**config.mk**
```make
export PLATFORM = sky130hd
export DESIGN_NAME = dispatch_sequencer
export DESIGN_NICKNAME = d
export VERILOG_FILES = /design/src/rtl/dispatch_sequencer.sv
export SDC_FILE = /design/constraint.sdc
export NUM_CORES = 1
export LEC_CHECK = 0
export ABC_CLOCK_PERIOD_IN_PS = 2200
export BUFFER_PORTS_ARGS = -buffer_cell sky130_fd_sc_hd__buf_4
export CORE_MARGIN = 3
export CORE_UTILIZATION = 25
export DETAILED_ROUTE_END_ITERATION = 10
export MAX_ROUTING_LAYER = met4
export SYNTH_ARGS = -nofsm -noshare
export SYNTH_HDL_FRONTEND = slang
export SYNTH_SLANG_ARGS = --single-unit
```
**constraint.sdc**
```tcl
create_clock -name clk -period 2.2 [get_ports clk]
set_input_delay 0.22 -clock clk [delete_from_list [all_inputs] [get_ports clk]]
set_output_delay 0.22 -clock clk [all_outputs]
set_load 0.01 [all_outputs]
```
**src/rtl/dispatch_sequencer.sv**
```systemverilog
// Command-driven sequencer for the NxN skewed matrix dispatcher.
// A command loads and streams one or more tiles back to back. Each tile gets
// one mat_load strobe followed by a diagonal wavefront sweep of disp_count.
// When add mode is selected, the FP-adder pipeline is allowed to drain before
// done is pulsed.
module dispatch_sequencer #(
  parameter int N       = 4,
  parameter int CNT_W   = 6,
  parameter int ADD_LAT = 3,
  parameter int TILE_W  = 4
) (
  input  logic              clk,
  input  logic              rst_n,
  input  logic              cmd_valid,
  output logic              cmd_ready,
  input  logic              cmd_add,
  input  logic [TILE_W-1:0] cmd_tiles,
  input  logic              abort,
  output logic              mat_load,
  output logic [CNT_W-1:0]  disp_count,
  output logic              disp_add,
  output logic [N-1:0]      lane_valid,
  output logic              busy,
  output logic              done,
  output logic              aborted
);

  // Last wavefront index of a tile; the count never goes beyond this value.
  localparam logic [CNT_W-1:0] LAST_COUNT = CNT_W'(2 * N - 2);
  // Drain counter width; it must be able to hold ADD_LAT-1.
  localparam int DRAIN_W = (ADD_LAT > 2) ? $clog2(ADD_LAT) : 1;

  typedef enum logic [2:0] {
    IDLE,
    LOAD,
    STREAM,
    DRAIN,
    DONE
  } state_t;

  state_t             state;
  logic [TILE_W-1:0]  tiles_left;
  logic [DRAIN_W-1:0] drain_cnt;

  // Lane k carries a live element while the wavefront index lies in [k, k+N-1].
  function automatic logic [N-1:0] lane_mask(input logic [CNT_W-1:0] cnt);
    logic [N-1:0] mask;
    mask = '0;
    for (int k = 0; k < N; k++) begin
      mask[k] = (int'(cnt) >= k) && (int'(cnt) <= k + N - 1);
    end
    return mask;
  endfunction

  // Single registered FSM; every output is updated together with the state.
  always_ff @(posedge clk or negedge rst_n) begin
    if (!rst_n) begin
      state      <= IDLE;
      tiles_left <= '0;
      drain_cnt  <= '0;
      cmd_ready  <= 1'b1;
      mat_load   <= 1'b0;
      disp_count <= '0;
      disp_add   <= 1'b0;
      lane_valid <= '0;
      busy       <= 1'b0;
      done       <= 1'b0;
      aborted    <= 1'b0;
    end else begin
      mat_load <= 1'b0;
      done     <= 1'b0;
      aborted  <= 1'b0;

      if (abort && (state != IDLE)) begin
        // Abandon the command; in IDLE the abort input has no effect.
        state      <= IDLE;
        aborted    <= 1'b1;
        cmd_ready  <= 1'b1;
        busy       <= 1'b0;
        disp_count <= '0;
        disp_add   <= 1'b0;
        lane_valid <= '0;
      end else begin
        case (state)
          IDLE: begin
            // An abort in the same cycle suppresses the command.
            if (cmd_valid && !abort) begin
              state      <= LOAD;
              disp_add   <= cmd_add;
              tiles_left <= (cmd_tiles == '0) ? TILE_W'(1) : cmd_tiles;
              cmd_ready  <= 1'b0;
              busy       <= 1'b1;
              mat_load   <= 1'b1;
              disp_count <= '0;
              lane_valid <= '0;
            end
          end

          LOAD: begin
            state      <= STREAM;
            disp_count <= '0;
            lane_valid <= lane_mask('0);
          end

          STREAM: begin
            if (disp_count == LAST_COUNT) begin
              lane_valid <= '0;
              if (tiles_left > TILE_W'(1)) begin
                // Next tile follows immediately, without an idle gap.
                tiles_left <= tiles_left - TILE_W'(1);
                state      <= LOAD;
                mat_load   <= 1'b1;
                disp_count <= '0;
              end else if (disp_add && (ADD_LAT > 0)) begin
                state     <= DRAIN;
                drain_cnt <= DRAIN_W'(ADD_LAT - 1);
              end else begin
                state <= DONE;
                done  <= 1'b1;
              end
            end else begin
              disp_count <= disp_count + CNT_W'(1);
              lane_valid <= lane_mask(disp_count + CNT_W'(1));
            end
          end

          DRAIN: begin
            // disp_count stays parked at the last index while the adders empty.
            if (drain_cnt == '0) begin
              state <= DONE;
              done  <= 1'b1;
            end else begin
              drain_cnt <= drain_cnt - DRAIN_W'(1);
            end
          end

          DONE: begin
            state      <= IDLE;
            cmd_ready  <= 1'b1;
            busy       <= 1'b0;
            disp_add   <= 1'b0;
            disp_count <= '0;
          end

          default: begin
            state      <= IDLE;
            cmd_ready  <= 1'b1;
            busy       <= 1'b0;
            disp_add   <= 1'b0;
            disp_count <= '0;
            lane_valid <= '0;
          end
        endcase
      end
    end
  end

endmodule

```
==> impl_results.md <==
- Total CTS buffers: 3
- Register-to-Register Path Depth: 5
- Fin crit period: 1.921 ns
- Io pins: 25
- Worst hold stages: 2
- Syn Nets: 197
- Crit-path max FO: 8
- Final Util: 32.23%
- # setup viols final: 0
- CTS tree: built
- Total track usage: 11.28%
- Placer Congestion: 0.8376
- Setup_tns: 0 ns
- Vias: 1426
- Top cell type's share of synthesized area: 37.04%
- Vias per cell: 5.039
- Net Sw Power: 761.9 µW
- Vias in the first global route: 1346
- Largest net degree at the start of global routing: 26
- Worst-Skew Late Latency: 0.27 ns
- Final wirelength: 3919 µm
- Rows: 28
- Die W: 86.54 µm
- Worst Setup End Kind: register
- First-pass GRT wire length: 6575 µm
- Number of flops mapped to enable cells by yosys: 0
- Die ar.: 7488 µm²
- Maximum vdd drop: 0.5556 mV
- Placed cell areas: 1908 µm²
- Max_cap viols: 0
- DR WL/cell: 13.85 µm
- Reg clk slew, reported paths: 0.10 ns
- Die Ht: 86.54 µm
- Largest cells by area after synthesis: dfrtp_1, ha_1, o21ai_0
- CTS Buffer Depth: 2
- Htree depth: 1
- Initial Utilization: 26.60%
- Synth Cell Area: 1622 µm²
- Top post-synthesis cells by count: dfrtp_1, nand2_1, o21ai_0, inv_1, nand3_1
- Total power: 1887 µW
- RSZ-0062 raised after global routing: false
- Final WS setup: 0.2787 ns
- R2R Path End: tiles_left[1]
- Pins Over Slew Limit: 0
- Buffer count from post-CTS setup fixing: 0
- Design area: 1964 µm²
- Slew @ Worst Pin: 0.3861 ns
- Fin. Hold Viols: 0
- Synth unique cells: 50
- Setup CP Type: reg2reg
- Sw frac: 40.37%
- Clock Sinks: 25
- Pre-antenna DRT Iters: 4
- Core Region: 6096 µm²
- Syn Inst Count: 180
- Relative slew slack: 73.60%
- Most frequent cell after synthesis: dfrtp_1
- Final Cycle Share: 87.33%
- Detailed Place HPWL: 2978 µm
- Hold WC Path Type: in2reg
- Post-route ant nets: 0
- Clk network pwr share: 15.2%
- Layout Nets: 226
- Fmax: 520.5 MHz
- Yosys warns: 0
- Crit path DAT: 2.09 ns
- Min-delay src: abort
- Status: finished clean
- Power share of the combinational group: 46.2%
- Initial antenna violation count: 0
- CP startpoint kind: register
- FFs w/ async S/R, synth: 100.0%
- GRT overflow: 0
- Most used DFF post-synth: dfrtp_1
- Setup slack at placement: 0.2950 ns
- Worst r2r src: disp_count[1]
- Iteration-0 DRC Markers: 58
- Seq pwr share: 38.6%
- Post-CTS Resized: 0
- ANT cells: 0
- Clk_skew: 0.006165 ns
- Hold endpoint: state[1]
- Sequential fraction of the synthesis area: 38.66%
- # DRC: 0
- Share of layout cells above drive strength 1: 24.04%
- Flop2flop setup slack: 0.28 ns
- Clock root cell: clkbuf_8
- Int Power: 1125 µW
- Synth Register Bits: 25
- Port bufs: 24
- CP required: 2.37 ns
- P_leak: 0.0008529 µW
- Area growth syn-to-layout: 21.14%
- Cell taking the most area after synthesis: dfrtp_1
- PD cells: 960.7 nW/µm²
- Avg Inst Size Synth: 9.009 µm²
## critical path, stage by stage, from the launching register on
cell and delay [ns]:
dfrtp_1 0.48, ha_1 0.18, and2_1 0.28, o2111ai_1 0.18, a22oi_2 0.32, mux2_2 0.37
## per-layer routing
layer / wire [µm] / share of wire [%] / up-vias / global-route usage, %
met5: 0 / 0 / - / -
met4: 42 / 1.1 / 0 / 3.966
met3: 207 / 5.3 / 4 / 0.9506
met2: 1803 / 46 / 43 / 17.52
met1: 1865 / 48 / 675 / 15.43
li1: - / - / 704 / -
## cell type report
cell class | count | area [µm²]
fill | 646 | 4131
multi-input combinational | 135 | 909.6
sequential | 25 | 626.9
timing repair buffer | 32 | 242.7
tap | 75 | 93.84
inverter | 12 | 45.04
clock buffer | 3 | 41.29
clock inverter | 1 | 5.005
## repair_timing
| item | 4_1_cts | 5_1_grt |
|---|---|---|
| endpoints found under the setup margin | 0 | 0 |
| endpoints found under the hold margin | 24 | 0 |
| hold buffers | 1 | 0 |
## power by group through the flow
stage	combinational, µW	sequential, µW	clock [µW]
2_1_floorplan	591	724	0
3_3_place_gp	879	738	0
3_5_place_dp	873	738	0
4_1_cts	882	729	297
5_1_grt	990	753	315
6_report	872	728	287
## registers in the layout, indices dropped and copies added, names as in the netlist
signal / cells
aborted: 1
drain_cnt: 2
mat_load: 1
lane_valid: 4
cmd_ready: 1
disp_add: 1
done: 1
disp_count: 6
tiles_left: 4
busy: 1
state: 3
## how the worst max path moves through the flow
stage,start,to
6_report,disp_count[1],tiles_left[1]
5_1_grt,disp_count[1],tiles_left[0]
4_1_cts,disp_count[1],tiles_left[1]
3_5_place_dp,disp_count[1],tiles_left[1]
3_3_place_gp,disp_count[1],tiles_left[0]
2_1_floorplan,disp_count[0],tiles_left[0]
## cell usage in the layout (no fill, tap or decap), types with 2 or more instances in the layout
cell type  count
a21oi_1        8
a221oi_1       3
a2bb2oi_1      2
and2_1         4
buf_4         31
clkbuf_8       3
dfrtp_1       24
ha_1           8
inv_1         12
mux2_2         2
mux2i_1        2
nand2_1       15
nand2b_1       6
nand3_1       10
nor2_1         9
nor2b_1        5
nor3_1         6
o2111ai_1      2
o21a_1         3
o21ai_0       13
o22ai_1        6
o31ai_1        2
o32a_1         2
or2_2          3
## cells by family after synthesis
group | synth area share (%)
AOI/OAI and AO/OA | 24.08
xor gates and xnor gates | 0.5402
adders and majority gates | 6.173
buffers and inverters | 5.246
DFF | 38.66
muxes | 2.623
and+or+nand+nor | 22.69
## metrics by stage
step                instances  hold WS, ns
floorplan                 180     -0.07559
global placement          278       0.1528
detailed placement        278       0.1531
CTS                       283       0.2713
global route              283       0.2821
finish                    283       0.2746
Note: power is estimated with default switching activity, not from simulation.
